`config.mk`:
```
export PLATFORM = sky130hd
export DESIGN_NAME = tap_accumulator
export DESIGN_NICKNAME = d
export VERILOG_FILES = /design/src/rtl/tap_accumulator.sv
export SDC_FILE = /design/constraint.sdc
export NUM_CORES = 1
export LEC_CHECK = 0
export CAP_MARGIN = 20
export CORE_MARGIN = 5
export CORE_UTILIZATION = 25
export CTS_CLUSTER_DIAMETER = 50
export DETAILED_ROUTE_END_ITERATION = 7
export SLEW_MARGIN = 20
export SYNTH_ARGS = -nofsm -noshare
export SYNTH_HDL_FRONTEND = slang
export SYNTH_SLANG_ARGS = --single-unit
export TNS_END_PERCENT = 50
```
`constraint.sdc`:
```
create_clock -name clk -period 8.9 [get_ports clk]
set_clock_uncertainty 0.1 [all_clocks]
set_input_delay 1.78 -clock clk [delete_from_list [all_inputs] [get_ports clk]]
set_output_delay 1.78 -clock clk [all_outputs]
set_load 0.005 [all_outputs]
```
`src/rtl/tap_accumulator.sv`:
```
// tap_accumulator
//   Sums NUM_PARTIALS consecutive unsigned partials from the FIR multiply-add
//   tree into one sample. The sum is right-shifted by SHIFT, clipped to
//   OUT_WIDTH bits and then held behind a valid/ready handshake.
//
// Ports
//   clk        clock, all state updates on the rising edge
//   reset      asynchronous active-low reset
//   clear      synchronous flush of the partial sum and of the held output
//   in_valid   in_data carries a partial this cycle
//   in_ready   block accepts a partial this cycle
//   in_data    unsigned partial sum, DATA_WIDTH+COEFF_WIDTH+2 bits
//   out_valid  out_data holds a completed sample
//   out_ready  sink takes out_data this cycle
//   out_data   scaled, saturated sample
//   out_sat    out_data was clipped (qualified by out_valid)
module tap_accumulator #(
   parameter int DATA_WIDTH   = 8,
   parameter int COEFF_WIDTH  = 8,
   parameter int NUM_PARTIALS = 4,
   parameter int SHIFT        = 2,
   parameter int OUT_WIDTH    = 16
) (
   input  logic                                clk,
   input  logic                                reset,
   input  logic                                clear,
   input  logic                                in_valid,
   output logic                                in_ready,
   input  logic [DATA_WIDTH+COEFF_WIDTH+1:0]   in_data,
   output logic                                out_valid,
   input  logic                                out_ready,
   output logic [OUT_WIDTH-1:0]                out_data,
   output logic                                out_sat
);

   localparam int IN_WIDTH  = DATA_WIDTH + COEFF_WIDTH + 2;
   localparam int ACC_WIDTH = IN_WIDTH + $clog2(NUM_PARTIALS) + 1;
   // A single-partial group still needs a one-bit counter to stay legal.
   localparam int CNT_WIDTH = (NUM_PARTIALS > 1) ? $clog2(NUM_PARTIALS) : 1;
   localparam logic [CNT_WIDTH-1:0] CNT_LAST = CNT_WIDTH'(NUM_PARTIALS - 1);

   typedef enum logic {
      EMPTY = 1'b0,
      FULL  = 1'b1
   } state_t;

   state_t                 state_reg, state_next;
   logic [ACC_WIDTH-1:0]   acc_reg;
   logic [CNT_WIDTH-1:0]   cnt_reg;
   logic [OUT_WIDTH-1:0]   out_data_reg;
   logic                   out_sat_reg;

   logic                   accept;
   logic                   last_partial;
   logic                   group_done;
   logic [ACC_WIDTH-1:0]   in_ext;
   logic [ACC_WIDTH-1:0]   acc_next;
   logic [ACC_WIDTH-1:0]   scaled;
   logic [OUT_WIDTH-1:0]   sat_data;
   logic                   sat_flag;

   // A new partial can enter whenever the output slot is empty or is being
   // drained in this same cycle.
   assign in_ready     = (state_reg == EMPTY) | out_ready;
   assign accept       = in_valid & in_ready;
   assign last_partial = (cnt_reg == CNT_LAST);
   assign group_done   = accept & last_partial & ~clear;

   // The accumulator is wide enough for NUM_PARTIALS full-scale partials, so
   // the sum never wraps; the first partial of a group overwrites stale data.
   assign in_ext   = {{(ACC_WIDTH-IN_WIDTH){1'b0}}, in_data};
   assign acc_next = (cnt_reg == '0) ? in_ext : (acc_reg + in_ext);
   assign scaled   = acc_next >> SHIFT;

   generate
      if (ACC_WIDTH > OUT_WIDTH) begin : g_clip
         assign sat_flag = |scaled[ACC_WIDTH-1:OUT_WIDTH];
         assign sat_data = sat_flag ? {OUT_WIDTH{1'b1}} : scaled[OUT_WIDTH-1:0];
      end else begin : g_fit
         assign sat_flag = 1'b0;
         assign sat_data = OUT_WIDTH'(scaled);
      end
   endgenerate

   // Output-slot state register.
   always_ff @(posedge clk or negedge reset) begin
      if (!reset) begin
         state_reg <= EMPTY;
      end else begin
         state_reg <= state_next;
      end
   end

   // Next-state: a completed group always (re)fills the slot, which gives
   // back-to-back output when it coincides with a handshake.
   always_comb begin
      state_next = state_reg;
      if (clear) begin
         state_next = EMPTY;
      end else if (group_done) begin
         state_next = FULL;
      end else if ((state_reg == FULL) && out_ready) begin
         state_next = EMPTY;
      end
   end

   // Accumulation datapath and held result.
   always_ff @(posedge clk or negedge reset) begin
      if (!reset) begin
         acc_reg      <= '0;
         cnt_reg      <= '0;
         out_data_reg <= '0;
         out_sat_reg  <= 1'b0;
      end else if (clear) begin
         acc_reg      <= '0;
         cnt_reg      <= '0;
         out_data_reg <= '0;
         out_sat_reg  <= 1'b0;
      end else if (accept) begin
         if (last_partial) begin
            cnt_reg      <= '0;
            out_data_reg <= sat_data;
            out_sat_reg  <= sat_flag;
         end else begin
            acc_reg <= acc_next;
            cnt_reg <= cnt_reg + CNT_WIDTH'(1);
         end
      end
   end

   assign out_valid = (state_reg == FULL);
   assign out_data  = out_data_reg;
   assign out_sat   = out_sat_reg;

endmodule

```
==> results.py, run 1 <==
metrics = {
    "sta": {
        "holdWs_ps": 384,
        "final_max_slew_viol_count": 0,
        "rsz0062_at_grt": "no",
        "clock.fmax_mhz": 205,
        "max_slew.worst_pin.slew_ps": 927,
        "setup_viol": 0,
        "min_period_ps": 4880,
        "hold_violations": 0,
        "slew_headroom": 0.382,
        "post-route-period-util": 0.548,
        "setup-tns-final_ps": 0,
        "setup_ws_ps": 4020,
    },
    "routing": {
        "avgRoutedWirePerCell_um": 15.6,
        "dr.pass1.iters": 5,
        "drc": 0,
        "routed_via_density": 5.16,
        "vias": 2616,
        "wl_um": 7920,
        "ant_nets": 0,
        "drt_iter0_drc": 103,
    },
    "floorplanning": {
        "dieArea_sq_um": 14100,
        "rows": 39,
        "die_y_um": 119,
        "core_area_sq_um": 11500,
        "initial_core_util": 0.257,
        "ios": 42,
        "die_w_um": 119,
    },
    "synth": {
        "synth_edf_count": 0,
        "async_reset_ff_frac": 1.00,
        "synth_top_area_frac": 0.348,
        "ys.flop_type": "dfrtp_1",
        "syn-num-nets": 372,
        "syn_area_sq_um": 2950,
        "synth-seq-cells": 41,
        "ys_top_cells_by_count": "dfrtp_1 (41), nand2_1 (41), nor2_1 (35), o21ai_0 (34), a21oi_1 (21)",
        "yosys-top-cells-area": "dfrtp_1 (35%), ha_1 (8.5%), o21ai_0 (5.8%)",
        "seq_area_frac_synth": 0.348,
        "synth_warnings": 0,
        "yosysTopAreaCell": "dfrtp_1",
        "synth.avg_cell_area_sq_um": 8.99,
        "synthCells": 328,
        "netlist-cell-type-count": 64,
    },
    "setup_path": {
        "path_class": "primary input to register",
        "crit_fanout": 11,
        "cp-end-kind": "register",
        "crit_required_ps": 8920,
        "cp-start-kind": "primary input",
        "cp_data_arrival_time_ps": 4900,
    },
    "grt": {
        "grt_pass1_wl_um": 13500,
        "grt_max_degree": 42,
        "gr-usage-all-layers": 0.116,
        "grt_pass1_vias": 2661,
        "grt_overflow": 0,
        "antenna_found_initial": 0,
    },
    "cells_and_area": {
        "num_antenna_cells": 0,
        "drive_gt1_frac": 0.0879,
        "syn_to_final_growth_pct": 23.9,
        "largest_reg_flops": 21,
        "num-nets-final": 408,
        "final_area_sq_um": 3650,
    },
    "power": {
        "swShare": 0.314,
        "power_frac_comb": 0.286,
        "peakVddDrop_mv": 0.0751,
        "leakagePower_nw": 1.50,
        "pwr-share-seq": 0.357,
        "p_sw_uw": 179,
        "intPower_uw": 392,
        "pwr_density_cell_nw_per_um2": 156,
        "clkPwrFrac": 0.357,
    },
    "clocking": {
        "cts.reportedPaths.clkPinSlew_ps": 60,
        "ctsHoldBuffers": 0,
        "clk_path_buf_depth": 2,
        "cts_setup_buffers": 0,
        "numClockSinks": 41,
        "numCtsBuffers": 5,
        "ctsHtreeMaxLevel": 2,
        "cts_resized": 0,
        "cts_tree": "yes",
        "cts-root-buf": "clkbuf_16",
        "insertion_delay_ps": 280,
    },
    "min_path": {
        "min_path_type": "register to register",
    },
    "placed_design": {
        "gp_congestion": 0.844,
        "dpl_cell_area_sq_um": 3470,
        "dp_hpwl_um": 5840,
        "pre_cts_ws_ps": 3460,
        "numPortBuffers": 41,
    },
    "status": {
        "status": "finished, final reports clean",
    },
    "run": {
        "max-cap-violations": 0,
    },
}
[per-stage QoR]
step	utilization	power, mW	instances
4_1_cts	0.317	0.575	506
5_1_grt	0.319	0.602	507
3_3_place_gp	0.303	0.367	499
2_1_floorplan	-	0.322	328
3_5_place_dp	0.303	0.369	499
6_report	0.319	0.571	507
[power by group through the flow]
stage / Clock, mW / Combinational [mW] / Sequential (mW)
2_1_floorplan: 0 / 0.117 / 0.206
3_3_place_gp: 0 / 0.160 / 0.207
3_5_place_dp: 0 / 0.161 / 0.207
4_1_cts: 0.208 / 0.163 / 0.204
5_1_grt: 0.212 / 0.184 / 0.206
6_report: 0.204 / 0.163 / 0.204
[routing by layer]
metal / track usage / wire length, um / vias up
met5: 0 / 0 / -
met4: 0.0340 / 116 / 0
met3: 0.0272 / 507 / 11
met2: 0.178 / 3530 / 83
met1: 0.162 / 3770 / 1237
li1: - / - / 1285
[critical path, cell delays in order]
cell and delay (ps):
clkdlybuf4s50_1 500, ha_1 200, inv_1 70, fa_1 390, nand2b_1 180, a21o_1 200, a211oi_2 300, o31ai_1 160
mux2i_1 180, nor4_4 590, buf_6 240, a311oi_1 110
[layout make-up]
class | instances | area (sq um)
flip-flops and latches | 41 | 1030
well taps | 143 | 179
repair buffers | 45 | 439
inverters | 7 | 26.3
clock inverters | 2 | 35.0
clock buffers | 5 | 125
fillers | 1172 | 7810
multi-input cells | 264 | 1820
[final timing paths]
check,start,to,slack [ps],cells after the start
setup / recovery,in_data[0],out_data[2]$_DFFE_PN0P_,4020,12
hold / removal,acc_reg[10]$_DFFE_PN0P_,acc_reg[10]$_DFFE_PN0P_,380,2
setup reg to reg,acc_reg[0]$_DFFE_PN0P_,out_data[2]$_DFFE_PN0P_,5670,11
hold reg to reg,acc_reg[10]$_DFFE_PN0P_,acc_reg[10]$_DFFE_PN0P_,380,2
max in group asynchronous,reset,acc_reg[18]$_DFFE_PN0P_,6590,1
min in group asynchronous,reset,out_data[3]$_DFFE_PN0P_,1540,1
[cell families after synthesis]
kind of cell / after synthesis / synth area share
buffers and inverters: 23 / 0.0369
DFF: 41 / 0.348
adders and majority gates: 21 / 0.0916
xor gates and xnor gates: 12 / 0.0356
muxes: 8 / 0.0288
AOI/OAI and AO/OA: 112 / 0.279
and+or+nand+nor: 111 / 0.180
[cell usage in the layout (no fill, tap or decap), types with 3 or more instances in the layout]
cell,netlist,routed
a211oi_1,3,3
a21o_1,7,7
a21oi_1,21,21
a311oi_1,7,7
a311oi_2,8,8
buf_4,0,3
clkbuf_16,0,5
clkdlybuf4s50_1,0,40
dfrtp_1,41,41
ha_1,20,20
inv_1,7,7
mux2i_1,6,6
nand2_1,41,41
nand2b_1,6,6
nand3_1,3,3
nand4_1,3,3
nor2_1,35,35
nor2b_1,3,3
nor3_1,4,4
o21ai_0,34,34
o31ai_1,4,4
xnor2_1,4,4
xor2_1,8,8
Note: power is estimated with default switching activity, not from simulation.
==> run 2: changes to the inputs <==
- clock period: 8.9 -> 5 ns (I/O delays scaled with it)
==> run 2 against run 1 <==
Core utilization barely moved. Worst setup slack lost 3100 ps. Sequential share of layout area hardly changed. Clock power is 90% higher. Via count up 0.88%. Final area is 0.10% higher. Critical endpoint is now out_data[15]$_DFFE_PN0P_. Combinational power is 79% higher.
==> results.py, run 2 (synthesis results as in run 1) <==
metrics = {
    "setup_path": {
        "crit_fanout": 12,
        "crit_cells": 12,
        "max_stage_delay_ps": 510,
        "path_buf_inv": 3,
        "cp_data_arrival_time_ps": 4110,
        "cp_slowest_cell": "nor4_4",
        "path_class": "primary input to register",
        "cp-end-kind": "register",
        "crit_chain": "clkdlybuf4s50_1, ha_1, inv_1, fa_1, nand2b_1, a21o_1, a211oi_2, o31ai_1, mux2i_1, nor4_4, buf_4, a311oi_2",
        "r2r_cells": 11,
        "crit_family": "buffers and inverters",
        "crit_required_ps": 5030,
        "cp-start-kind": "primary input",
    },
    "sta": {
        "setup-tns-final_ps": 0,
        "min_period_ps": 4080,
        "final_max_slew_viol_count": 0,
        "slew_headroom": 0.369,
        "setup_viol": 0,
        "holdWs_ps": 383,
        "clock.fmax_mhz": 245,
        "post-route-period-util": 0.816,
        "max_slew.worst_pin.slew_ps": 946,
        "rsz0062_at_grt": "no",
        "hold_violations": 0,
    },
    "clocking": {
        "cts_setup_buffers": 0,
        "cts_resized": 0,
        "ctsHtreeMaxLevel": 2,
        "insertion_delay_ps": 280,
        "cts_tree": "yes",
        "numCtsBuffers": 5,
        "cts-root-buf": "clkbuf_16",
        "clk_path_buf_depth": 2,
        "ctsHoldBuffers": 0,
        "numClockSinks": 41,
        "cts.reportedPaths.clkPinSlew_ps": 60,
    },
    "routing": {
        "vias": 2639,
        "drc": 0,
        "ant_nets": 0,
        "drt_iter0_drc": 81,
        "avgRoutedWirePerCell_um": 16.6,
        "dr.pass1.iters": 4,
        "wl_um": 8420,
        "routed_via_density": 5.19,
    },
    "placed_design": {
        "place_inst": 500,
        "dp_hpwl_um": 6160,
        "dpl_cell_area_sq_um": 3480,
        "numPortBuffers": 41,
        "gp_congestion": 0.871,
    },
    "cells_and_area": {
        "syn_to_final_growth_pct": 24.0,
        "largest_reg_flops": 21,
        "final_area_sq_um": 3660,
        "final_cell_mix": "nand2_1 (41), dfrtp_1 (41), clkdlybuf4s50_1 (40)",
        "num_antenna_cells": 0,
        "drive_gt1_frac": 0.0904,
        "num-nets-final": 408,
        "fin_cells": 508,
    },
    "run": {
        "max-cap-violations": 0,
    },
    "grt": {
        "grt_pass1_wl_um": 13900,
        "grt_pass1_vias": 2663,
        "met1_usage": 0.167,
        "met3_usage": 0.0244,
        "antenna_found_initial": 0,
        "gr-usage-all-layers": 0.119,
        "met2_usage": 0.187,
        "busiest_layer": "met2",
        "grt_overflow": 0,
        "grt_max_degree": 42,
    },
    "floorplanning": {
        "dieArea_sq_um": 14100,
        "initial_core_util": 0.257,
        "ios": 42,
        "die_y_um": 119,
        "die_w_um": 119,
        "rows": 39,
        "core_area_sq_um": 11500,
    },
    "power": {
        "finalPower_mw": 1.04,
        "leakagePower_nw": 1.50,
        "peakVddDrop_mv": 0.136,
        "pwr_density_cell_nw_per_um2": 285,
    },
    "min_path": {
        "hold_path_depth": 2,
        "min_path_type": "register to register",
    },
    "status": {
        "status": "finished, final reports clean",
    },
}
## run 2: final cells by class
type | instances | area, sq um
fillers | 1192 | 7810
multi-input cells | 264 | 1810
flip-flops and latches | 41 | 1030
repair buffers | 45 | 435
well taps | 143 | 179
clock buffers | 6 | 139
clock inverters | 2 | 37.5
inverters | 7 | 26.3
## run 2: through the flow
step                      setup slack (ps)   util
after global routing                   770  0.319
after global placement                 744  0.304
after CTS                              917  0.319
after detailed placement               630  0.304
after floorplan                       1530      -
final                                  921  0.319
## run 2: path summary, 6_finish.rpt
| path | start | endpoint | slack [ps] |
|---|---|---|---|
| worst max-delay path | in_data[0] | out_data[15]$_DFFE_PN0P_ | 920 |
| worst min-delay path | acc_reg[12]$_DFFE_PN0P_ | acc_reg[12]$_DFFE_PN0P_ | 380 |
| worst max register to register | acc_reg[0]$_DFFE_PN0P_ | out_data[15]$_DFFE_PN0P_ | 1790 |
| worst min register to register | acc_reg[12]$_DFFE_PN0P_ | acc_reg[12]$_DFFE_PN0P_ | 380 |
| max in group asynchronous | reset | acc_reg[16]$_DFFE_PN0P_ | 3450 |
| min in group asynchronous | reset | out_data[5]$_DFFE_PN0P_ | 770 |
## run 2: layer usage
metal,wire (um),vias up
met1,4050,1288
met3,442,4
met5,0,-
met2,3850,64
li1,-,1283
met4,79,0
## run 2: tightest hold or removal path, cell delays in order, from the launching register on
cell	delay, ps
dfrtp_1	340
nand2_1	50
o21ai_0	60
## run 2: power breakdown
part	internal, mW	leakage (nW)	switching, mW
logic	0.115	0.858	0.177
registers	0.351	0.557	0.0120
clock network	0.249	0.0831	0.139
total	0.715	1.50	0.328
==> RTL edit (config.mk and constraints of run 1) <==
Reset style: synchronous (`reset`), changed in 2 clocked blocks. Comments in the files are not updated.
--- a/src/rtl/tap_accumulator.sv
+++ b/src/rtl/tap_accumulator.sv
@@ -83,7 +83,7 @@
    endgenerate
 
    // Output-slot state register.
-   always_ff @(posedge clk or negedge reset) begin
+   always_ff @(posedge clk) begin
       if (!reset) begin
          state_reg <= EMPTY;
       end else begin
@@ -105,7 +105,7 @@
    end
 
    // Accumulation datapath and held result.
-   always_ff @(posedge clk or negedge reset) begin
+   always_ff @(posedge clk) begin
       if (!reset) begin
          acc_reg      <= '0;
          cnt_reg      <= '0;
Formal check against the unedited RTL: not equivalent (Yosys sat finds a counterexample within 10 cycles, from zero or initial values and one cycle with reset low; the reset may be asserted at any time).
==> RTL edit against run 1 <==
Wire length down 5.5%. Sequential cell count unchanged. Critical endpoint is now in_ready. Setup slack better by 41 ps. Highest routed layer unchanged. Count of clock-buffer cells in the layout up 1. Global-route usage down 0.29 points. Area after synthesis down 7.7%. Synthesized cell count up 5.5%. Power down 23%. Final area down 7.2%. Sequential share of layout area down 3.9 points. Non-clock buffer count unchanged. Via count up 0.54%.
==> RTL edit: results (changes against run 1) <==
The fraction of registers with async set/reset is 0% (-100 points). The met3 track demand over resource came out at 2.59% (-0.13 points). In this run the most critical hold path is launched from acc_reg[2]$_SDFFE_PP0P_. The met1 track demand over resource in global routing is 16.3% (+0.098 points).

The arrival time reported for the critical path endpoint is 2950 ps (-1950 ps). The tree is rooted in a clkbuf_8. The worst hold slack after final layout came out at 368 ps (-16.0 ps). The H-tree depth reported by CTS is 2 (unchanged). The CTS buffer count is 5 (unchanged). The flip-flop count of the largest register, all copies and words added was 21 (unchanged). The met3 routed wirelength came out at 459 µm (-9.5%). In this run the critical register-to-register path is launched from acc_reg[0]$_SDFFE_PP0P_. The DRC violation total after the first TritonRoute iteration came to 172 (+67%).

The clock latency on the worst-skew pair came out at 310 ps (+30 ps). The worst slew margin relative to its limit came out at 48.7% (+11 points). The final weighted congestion in routability-driven placement came out at 0.880 (+4.2%). The depth of the most critical reg-to-reg path is 9 (-2).

The worst hold path belongs to the class flip-flop to flip-flop. The largest voltage drop on the vdd net came to 0.0594 mV (-21%). The number of optimization iterations in the first detailed-route pass is 4 (-1).

The commonest cells after synthesis are a21oi_1 (42), dfxtp_1 (41), o21ai_0 (40), nand2_1 (36), nor2_1 (27). The run finished with clean final reports. The count of nets after finishing came to 426 (+4.4%).

The sum of met2 wire segment lengths after detailed routing is 3130 µm (-11%). The number of nets in the synthesized netlist came out at 390 (+4.8%). The switching part of the total power came to 28.3% (-3.0 points). The number of antenna violations at the first check in global routing came out at 0 (unchanged). The HPWL after detailed placement is 5630 µm (-3.6%). The via count of the first global-routing pass is 2382 (-10%).

The via count is 2630 (+0.54%). The count of inserted antenna diode cells is 0 (unchanged). The detailed-route wire length on metal 1 is 3830 µm (+1.6%). For this run, the leading register cell type out of synthesis is dfxtp_1.

The largest buffer count on any clock path was 2 (unchanged). The register-to-register setup slack came out at 6000 ps (+330 ps). The worst register-to-register path ends at out_data[13]$_SDFFE_PP0P_.

The global-route wire length before repair came out at 11800 µm (-12%). The number of cells on the worst hold path is 2 (unchanged). The global routing usage summed across all routing layers is 11.3% (-0.29 points). The average routed wire per standard cell is 14.3 µm (-8.4%). The sequential-to-total area share from yosys stat is 30.2% (-4.6 points). The number of gates resized after CTS came out at 0 (unchanged).

The post-CTS clock slew at the launch and capture registers of the worst setup and hold paths came out at 90 ps (+30 ps). The pin count of the biggest net entering global routing came out at 36 (-14%). By area the synthesized netlist is led by dfxtp_1 (30%), ha_1 (9.2%), a21oi_1 (7.7%). The biggest fanout along the worst timing path is 6 (-5). The buffers inserted during post-CTS setup optimization is 0 (unchanged). The count of buffers inserted at the top-level ports is 41 (unchanged). The slowest stage of the critical path is the clkdlybuf4s50_1 cell.

The delay of the slowest cell on the worst path came to 540 ps (-50 ps). The leakage dissipation came out at 1.30 nW (-13%). The detailed router used layers up to and including met4.

For hold timing, the worst endpoint is acc_reg[2]$_SDFFE_PP0P_. The number of warnings printed during yosys synthesis came out at 0 (unchanged). The proportion of layout cells with a drive suffix above 1 came to 6.79% (-2.0 points). The global-route track usage on met2 came out at 16.8% (-0.98 points).

The number of distinct library cells after synthesis came out at 56 (-13%).
-- RTL edit: cell type report --
type / instances / area (µm²)
clock buffers: 6 / 82.6
clock inverters: 2 / 37.5
fillers: 1190 / 7360
inverters: 8 / 30.0
multi-input cells: 281 / 1800
flip-flops and latches: 41 / 821
well taps: 140 / 175
repair buffers: 45 / 440
-- RTL edit: worst max-delay path: cells and delay by family --
kind / cells / cell delay, ps
AND/OR/NAND/NOR: 1 / 190
buffers and inverters: 2 / 990
-- RTL edit: worst max path at each step --
stage / startpoint / to / cells after the start
floorplan: in_data[0] / out_data[10]$_SDFFE_PP0P_ / 9
global placement: out_ready / in_ready / 3
detailed placement: in_data[0] / out_data[13]$_SDFFE_PP0P_ / 10
CTS: out_ready / in_ready / 3
global route: out_ready / in_ready / 3
finish: out_ready / in_ready / 3
-- RTL edit: cells by family (layout without fill, tap and decap cells) --
family	after synthesis	in the layout	share of synthesized area, %
AO/OA/AOI/OAI	139	139	31.1
AND/OR/NAND/NOR	101	101	18.2
flip-flops	41	41	30.2
buffers and inverters	24	61	3.68
adder cells (fa/ha/maj)	21	21	9.93
XOR/XNOR	11	11	3.54
multiplexers	9	9	3.36
-- RTL edit: metrics by stage --
stage	util [%]	cell area [µm²]	setup WS (ps)	total power, W	std cells
after CTS	31.5	3390	4050	0.000443	523
final	31.5	3390	4070	0.000441	523
after global routing	31.5	3390	4000	0.000459	523
after floorplan	-	2720	4840	0.000255	346
after detailed placement	30.4	3270	4050	0.000283	515
after global placement	30.4	3270	4080	0.000282	515
-- RTL edit: power groups by stage --
stage	Sequential [W]	Clock, W	Combinational [W]
floorplan	0.000193	0	0.0000613
global placement	0.000194	0	0.0000877
global route	0.000191	0.000169	0.0000995
finish	0.000190	0.000161	0.0000897
detailed placement	0.000194	0	0.0000886
CTS	0.000190	0.000164	0.0000894
